==> config.mk <==
export PLATFORM = sky130hd
export DESIGN_NAME = mips_multicycle_ctrl
export DESIGN_NICKNAME = d
export VERILOG_FILES = /design/src/rtl/mips_multicycle_ctrl.sv
export SDC_FILE = /design/constraint.sdc
export NUM_CORES = 1
export LEC_CHECK = 0
export BUFFER_PORTS_ARGS = -buffer_cell sky130_fd_sc_hd__buf_2
export CAP_MARGIN = 20
export CORE_MARGIN = 10
export CORE_UTILIZATION = 36
export CTS_BUF_LIST = sky130_fd_sc_hd__clkbuf_16
export CTS_CLUSTER_DIAMETER = 30
export DETAILED_ROUTE_END_ITERATION = 8
export PLACE_DENSITY = 0.67
export SLEW_MARGIN = 20
export SYNTH_ARGS = -nofsm -noshare
export SYNTH_HDL_FRONTEND = slang
export SYNTH_SLANG_ARGS = --single-unit
==> constraint.sdc <==
create_clock -name clk -period 1.3 [get_ports clk]
set_input_delay 0.065 -clock clk [delete_from_list [all_inputs] [get_ports clk]]
set_output_delay 0.065 -clock clk [all_outputs]
set_load 0.01 [all_outputs]
==> src/rtl/mips_multicycle_ctrl.sv <==
//------------------------------------------------------------------------------
// mips_multicycle_ctrl : multicycle MIPS control FSM with memory wait timeout
//                        and illegal-instruction trapping.
// Revision: 1.0
//------------------------------------------------------------------------------
`default_nettype none

module mips_multicycle_ctrl #(
    parameter int WAIT_MAX        = 15,
    parameter bit TRAP_ON_ILLEGAL = 1'b1
) (
    input  logic       clk,
    input  logic       rst_n,
    input  logic [5:0] i_opcode,
    input  logic [5:0] i_funct,
    input  logic [4:0] i_rt,
    input  logic       i_cond,
    input  logic       i_mem_ack,
    output logic [5:0] o_alu_ctrl,
    output logic       o_reg_dst,
    output logic       o_alu_src,
    output logic       o_reg_write,
    output logic       o_mem_to_reg,
    output logic       o_mem_req,
    output logic       o_mem_read,
    output logic       o_mem_write,
    output logic [1:0] o_size,
    output logic       o_ir_write,
    output logic       o_pc_write,
    output logic       o_instr_done,
    output logic       o_illegal,
    output logic       o_trap,
    output logic [2:0] o_state
);

    localparam int                WCNT_W       = $clog2(WAIT_MAX + 1);
    localparam logic [WCNT_W-1:0] C_WAIT_LIMIT = WCNT_W'(WAIT_MAX);

    typedef enum logic [2:0] {
        S_RST    = 3'd0,
        S_FETCH  = 3'd1,
        S_DECODE = 3'd2,
        S_EXEC   = 3'd3,
        S_MEM    = 3'd4,
        S_WB     = 3'd5,
        S_TRAP   = 3'd7
    } state_t;

    typedef enum logic [2:0] {
        CL_NOP     = 3'd0,
        CL_ALU_R   = 3'd1,
        CL_ALU_I   = 3'd2,
        CL_LOAD    = 3'd3,
        CL_STORE   = 3'd4,
        CL_BRANCH  = 3'd5,
        CL_JUMP    = 3'd6,
        CL_ILLEGAL = 3'd7
    } class_t;

    state_t            r_state;
    state_t            w_next;
    logic [WCNT_W-1:0] r_wait;
    class_t            w_class;
    logic [5:0]        w_alu;
    logic [1:0]        w_size;
    logic              w_alu_src;
    logic              w_mem_phase;
    logic              w_timeout;
    logic              w_count_en;
    logic              w_unused;

    assign w_unused = ^i_rt[4:1];

    // Instruction classification; alu/size are only meaningful for legal encodings.
    always_comb begin
        w_class = CL_ILLEGAL;
        w_alu   = 6'b000000;
        w_size  = 2'b00;
        case (i_opcode)
            6'h00: begin
                case (i_funct)
                    6'h00: w_class = CL_NOP;
                    6'h20, 6'h21, 6'h22, 6'h23, 6'h24, 6'h25, 6'h26, 6'h27: begin
                        w_class = CL_ALU_R;
                        w_alu   = {3'b100, i_funct[2:0]};
                    end
                    6'h2A: begin w_class = CL_ALU_R; w_alu = 6'b101000; end
                    6'h2B: begin w_class = CL_ALU_R; w_alu = 6'b101001; end
                    default: w_class = CL_ILLEGAL;
                endcase
            end
            6'h23: begin w_class = CL_LOAD;  w_alu = 6'b100000; w_size = 2'b11; end
            6'h20: begin w_class = CL_LOAD;  w_alu = 6'b100000; w_size = 2'b00; end
            6'h21: begin w_class = CL_LOAD;  w_alu = 6'b100000; w_size = 2'b01; end
            6'h24: begin w_class = CL_LOAD;  w_alu = 6'b100000; w_size = 2'b00; end
            6'h25: begin w_class = CL_LOAD;  w_alu = 6'b100000; w_size = 2'b01; end
            6'h2B: begin w_class = CL_STORE; w_alu = 6'b100000; w_size = 2'b11; end
            6'h28: begin w_class = CL_STORE; w_alu = 6'b100000; w_size = 2'b00; end
            6'h29: begin w_class = CL_STORE; w_alu = 6'b100000; w_size = 2'b01; end
            6'h08: begin w_class = CL_ALU_I; w_alu = 6'b100000; end
            6'h09: begin w_class = CL_ALU_I; w_alu = 6'b100001; end
            6'h0C: begin w_class = CL_ALU_I; w_alu = 6'b100100; end
            6'h0D: begin w_class = CL_ALU_I; w_alu = 6'b100101; end
            6'h0E: begin w_class = CL_ALU_I; w_alu = 6'b100110; end
            6'h04: begin w_class = CL_BRANCH; w_alu = 6'b111100; end
            6'h05: begin w_class = CL_BRANCH; w_alu = 6'b111101; end
            6'h06: begin w_class = CL_BRANCH; w_alu = 6'b111110; end
            6'h07: begin w_class = CL_BRANCH; w_alu = 6'b111111; end
            6'h01: begin w_class = CL_BRANCH; w_alu = {5'b11100, i_rt[0]}; end
            6'h02: begin w_class = CL_JUMP;   w_alu = 6'b111010; end
            default: w_class = CL_ILLEGAL;
        endcase
    end

    assign w_alu_src   = (w_class == CL_LOAD) || (w_class == CL_STORE) || (w_class == CL_ALU_I);
    assign w_mem_phase = (r_state == S_FETCH) || (r_state == S_MEM);
    assign w_timeout   = w_mem_phase && !i_mem_ack && (r_wait == C_WAIT_LIMIT);
    assign w_count_en  = w_mem_phase && !i_mem_ack && !w_timeout;

    always_comb begin
        w_next       = r_state;
        o_alu_ctrl   = 6'b000000;
        o_reg_dst    = 1'b0;
        o_alu_src    = 1'b0;
        o_reg_write  = 1'b0;
        o_mem_to_reg = 1'b0;
        o_mem_req    = 1'b0;
        o_mem_read   = 1'b0;
        o_mem_write  = 1'b0;
        o_size       = 2'b00;
        o_ir_write   = 1'b0;
        o_pc_write   = 1'b0;
        o_instr_done = 1'b0;
        o_illegal    = 1'b0;
        o_trap       = 1'b0;
        case (r_state)
            S_RST: w_next = S_FETCH;
            S_FETCH: begin
                o_mem_req  = 1'b1;
                o_mem_read = 1'b1;
                o_size     = 2'b11;
                if (i_mem_ack) begin
                    o_ir_write = 1'b1;
                    o_pc_write = 1'b1;
                    w_next     = S_DECODE;
                end else if (w_timeout) begin
                    w_next = S_TRAP;
                end
            end
            S_DECODE: begin
                o_alu_ctrl = w_alu;
                o_alu_src  = w_alu_src;
                if (w_class == CL_ILLEGAL) begin
                    if (TRAP_ON_ILLEGAL) begin
                        w_next = S_TRAP;
                    end else begin
                        o_illegal    = 1'b1;
                        o_instr_done = 1'b1;
                        w_next       = S_FETCH;
                    end
                end else begin
                    w_next = S_EXEC;
                end
            end
            S_EXEC: begin
                o_alu_ctrl = w_alu;
                o_alu_src  = w_alu_src;
                case (w_class)
                    CL_ALU_R, CL_ALU_I: w_next = S_WB;
                    CL_LOAD, CL_STORE:  w_next = S_MEM;
                    CL_BRANCH: begin
                        o_pc_write   = i_cond;
                        o_instr_done = 1'b1;
                        w_next       = S_FETCH;
                    end
                    CL_JUMP: begin
                        o_pc_write   = 1'b1;
                        o_instr_done = 1'b1;
                        w_next       = S_FETCH;
                    end
                    default: begin
                        o_instr_done = 1'b1;
                        w_next       = S_FETCH;
                    end
                endcase
            end
            S_MEM: begin
                o_alu_ctrl  = w_alu;
                o_alu_src   = w_alu_src;
                o_mem_req   = 1'b1;
                o_mem_read  = (w_class == CL_LOAD);
                o_mem_write = (w_class == CL_STORE);
                o_size      = w_size;
                if (i_mem_ack) begin
                    if (w_class == CL_LOAD) begin
                        w_next = S_WB;
                    end else begin
                        o_instr_done = 1'b1;
                        w_next       = S_FETCH;
                    end
                end else if (w_timeout) begin
                    w_next = S_TRAP;
                end
            end
            S_WB: begin
                o_alu_ctrl   = w_alu;
                o_alu_src    = w_alu_src;
                o_reg_write  = 1'b1;
                o_instr_done = 1'b1;
                o_mem_to_reg = (w_class == CL_LOAD);
                o_reg_dst    = (w_class == CL_ALU_R);
                w_next       = S_FETCH;
            end
            S_TRAP: begin
                o_trap = 1'b1;
                w_next = S_TRAP;
            end
            default: w_next = S_RST;
        endcase
    end

    assign o_state = r_state;

    // Counter idles at zero outside FETCH/MEM, so every request phase starts from zero.
    always_ff @(posedge clk or negedge rst_n) begin
        if (!rst_n) begin
            r_state <= S_RST;
            r_wait  <= '0;
        end else begin
            r_state <= w_next;
            r_wait  <= w_count_en ? (r_wait + WCNT_W'(1)) : '0;
        end
    end

endmodule

`default_nettype wire

==> impl_results.rst <==
.. list-table::
   :header-rows: 1

   * - Metric
     - Value
   * - Top-Level Pins
     - 44
   * - Antenna cell count
     - 0
   * - Static leakage
     - 0.9717 nW
   * - Flip-flop and latch count after synthesis
     - 7
   * - Die Area
     - about 5400 um2
   * - Antenna viol nets, final
     - 0
   * - Minimum clock period
     - between 1500 and 2000 ps
   * - Element type at the critical path end
     - output port
   * - Final Wtd Congestion
     - slightly above 0.9
   * - Fraction of the yosys area taken by sequential cells
     - 16.97%
   * - Synth Instances
     - between 150 and 200
   * - First-pass GRT wire length
     - 6727 um
   * - Max frequency
     - between 500 and 600 MHz
   * - Dpl ws
     - -436.1 ps
   * - Path type of the worst min-delay path
     - in -> reg
   * - I/O Buffers
     - 38
   * - Routed wire per std cell
     - 18.53 um
   * - Share of async-settable or async-resettable flops after synthesis
     - 100.0%
   * - Starting density of the core
     - between 30% and 40%
   * - Top fanout value on the critical path
     - 2
   * - Number of buffers inserted during clock tree synthesis
     - 3
   * - Number of levels the H-tree was split into
     - 1
   * - Average via count per standard cell
     - 5.730
   * - Ratio of cells with drive above 1 in the final layout
     - between 60% and 70%
   * - Worst setup slack for register-to-register paths
     - -80 ps
   * - Setup crit start kind
     - primary input
   * - Sinks on Clock Net
     - 7
   * - Largest stage delay, worst path
     - 460 ps
   * - Number of distinct standard cells referenced by the synthesized netlist
     - 48
   * - Unrepaired setup endpoints after global routing
     - true
   * - First DRT Iteration DRCs
     - around 220
   * - Vert. Die Dim
     - roughly 74 um
   * - HPWL after DPL
     - about 3100 um
   * - Vias
     - 1570
   * - Row cnt
     - 19
   * - Width of the chip
     - ~74 um
   * - Result of the run
     - finished, violations left
   * - Dominant cell type by area after synthesis
     - sky130_fd_sc_hd__dfrtp_1
   * - Primary flip-flop cell chosen by synthesis mapping
     - sky130_fd_sc_hd__dfrtp_1
   * - Worst hold margin
     - around 140 ps
   * - Crit path max-delay cell type
     - sky130_fd_sc_hd__or4_4
   * - Max-slew violation total from the final report
     - 0
   * - EDFF count, synth
     - 0
   * - TritonCTS clock tree
     - built
   * - Worst setup margin
     - -498.8 ps
   * - Total global routing overflow
     - 0
   * - Peak supply drop
     - about 2400 uV
   * - Endpoint arrival time on the critical path
     - approximately 1700 ps
   * - Setup violation total in the final timing report
     - 21
   * - Root buffer selected by CTS
     - sky130_fd_sc_hd__clkbuf_16
   * - Max_cap viols
     - 0
   * - Required time of the critical path
     - 1240 ps
   * - Areal power density over the cells
     - about 1600 nW/um2
   * - First-pass iteration count of the detailed router
     - 4
   * - Top cell types by occurrence after synthesis
     - sky130_fd_sc_hd__a21oi_1, sky130_fd_sc_hd__nand2_1, sky130_fd_sc_hd__nor2_1
   * - Maximum number of pins on one net before global-route repair
     - 13
   * - Leading cell types by total area after synthesis
     - sky130_fd_sc_hd__dfrtp_1, sky130_fd_sc_hd__a21oi_1, sky130_fd_sc_hd__nand2_1
   * - Category of the critical setup timing path
     - in -> out
   * - Buffer levels on the longest clock path
     - 2
   * - Wirelength, routed
     - approximately 5100 um
   * - Synthesized netlist net count
     - 174
   * - Post-synth top area share
     - about 17%
   * - Clock transition at the registers of the reported paths
     - about 30 ps
   * - Violations in the final reports
     - negative setup slack
   * - Maximum clock skew at final layout
     - 6.210 ps
   * - Part of the cycle the worst path needs
     - 138.4%
   * - Via count of the first global-routing pass
     - approximately 1500
   * - Syn avg cell area
     - slightly below 7 um2
   * - Number of synthesis warnings
     - 0
   * - Number of endpoints with negative hold slack in the final report
     - 0
   * - Area delta synth->final
     - 102.1%
   * - GRT Overall Usage
     - 15.05%
   * - Initial antenna violation count
     - 0
   * - Core region area
     - between 2000 and 3000 um2
   * - Number of DRC violations after detailed routing
     - 0
   * - Layout Nets
     - 266
   * - CP Cell Sequence
     - buf_6 > or3_4 > or4_4 > a22oi_2 > o31ai_2 > a41o_1 > buf_2
   * - Worst-Skew Late Latency
     - around 230 ps
   * - Cell area after synthesis
     - between 1000 and 1500 um2
[flip-flops by register name (all words and copies together), names as in the netlist]
signal and flops:
o_state 3, r_wait 4
[worst max-delay path: cells and delay by family]
kind	cells	cell delay (ps)
simple gates	2	840
buf+inv	2	230
compound gates	3	610
[timing repair]
action,CTS,global route
gates resized for setup,34,39
pin swaps,15,12
endpoints found under the hold margin,7,0
endpoints found under the setup margin,23,25
buffers inserted,4,8
hold buffers,1,0
[power breakdown]
group          internal (mW)  leakage, nW  switching (mW)  total [mW]
Sequential             0.288       0.0899          0.0712       0.359
Combinational           1.25        0.840            1.31        2.56
Clock                  0.401       0.0423           0.120       0.521
Total                   1.94        0.972            1.50        3.44
[layout make-up]
class	instances	area [um2]
multi-input combinational	124	1026
clock inverter	1	3.754
timing repair buffer	98	718.2
sequential	7	176.4
clock buffer	3	75.07
tap	31	38.79
inverter	10	47.55
fill	167	671.9
[cells by family (layout without fill, tap and decap cells)]
group | Yosys count | count (layout) | share of synthesized area (%)
and+or+nand+nor | 66 | 66 | 34.79
AOI/OAI and AO/OA | 50 | 50 | 32.97
buffers and inverters | 21 | 112 | 8.485
DFF | 7 | 7 | 16.97
xor gates and xnor gates | 5 | 5 | 4.243
adders and majority gates | 2 | 2 | 2.182
other | 1 | 1 | 0.3633
[worst paths after layout]
path                             from  cells past startpoint         end
hold / removal              i_mem_ack                      2   r_wait[2]
max in group asynchronous       rst_n                      2  o_state[0]
hold reg to reg             r_wait[0]                      2   r_wait[0]
setup reg to reg           o_state[1]                      4  o_state[2]
min in group asynchronous       rst_n                      2  o_state[2]
setup / recovery           i_funct[0]                      7  o_pc_write
[cell usage in the layout, fill, tap and decap left out, types with 4 or more instances in the layout]
cell type,synthesis,routed
sky130_fd_sc_hd__buf_2,4,32
sky130_fd_sc_hd__nand2b_1,5,4
sky130_fd_sc_hd__nand2_1,15,8
sky130_fd_sc_hd__o21ai_0,6,5
sky130_fd_sc_hd__nand3_1,8,7
sky130_fd_sc_hd__inv_1,10,6
sky130_fd_sc_hd__inv_4,0,4
sky130_fd_sc_hd__nand2_2,0,5
sky130_fd_sc_hd__buf_4,1,48
sky130_fd_sc_hd__nor2_2,0,5
sky130_fd_sc_hd__a21oi_1,15,8
sky130_fd_sc_hd__a21oi_2,0,7
sky130_fd_sc_hd__nor2_1,13,6
sky130_fd_sc_hd__dfrtp_1,7,6
sky130_fd_sc_hd__buf_6,0,16
[layer usage]
layer  GRT usage [%]  up-vias  wire (um)
met4           2.899        0        212
met5               0        -          0
met2           28.13       87       2505
li1                -      742          -
met1           15.38      715       1849
met3           5.787       26        510
[per-stage QoR]
step	utilization [%]	cells	area, um2	setup TNS [ps]	total power, mW
finish	75.64	274	2086	-3677	3.441
global route	75.64	274	2086	-4866	3.619
detailed placement	58.89	260	1624	-2286	1.943
floorplan	-	152	1080	-579.0	1.143
global placement	58.89	260	1624	-1803	1.899
CTS	67.51	268	1862	-2677	2.898
Power figures use the tool's default switching activity.
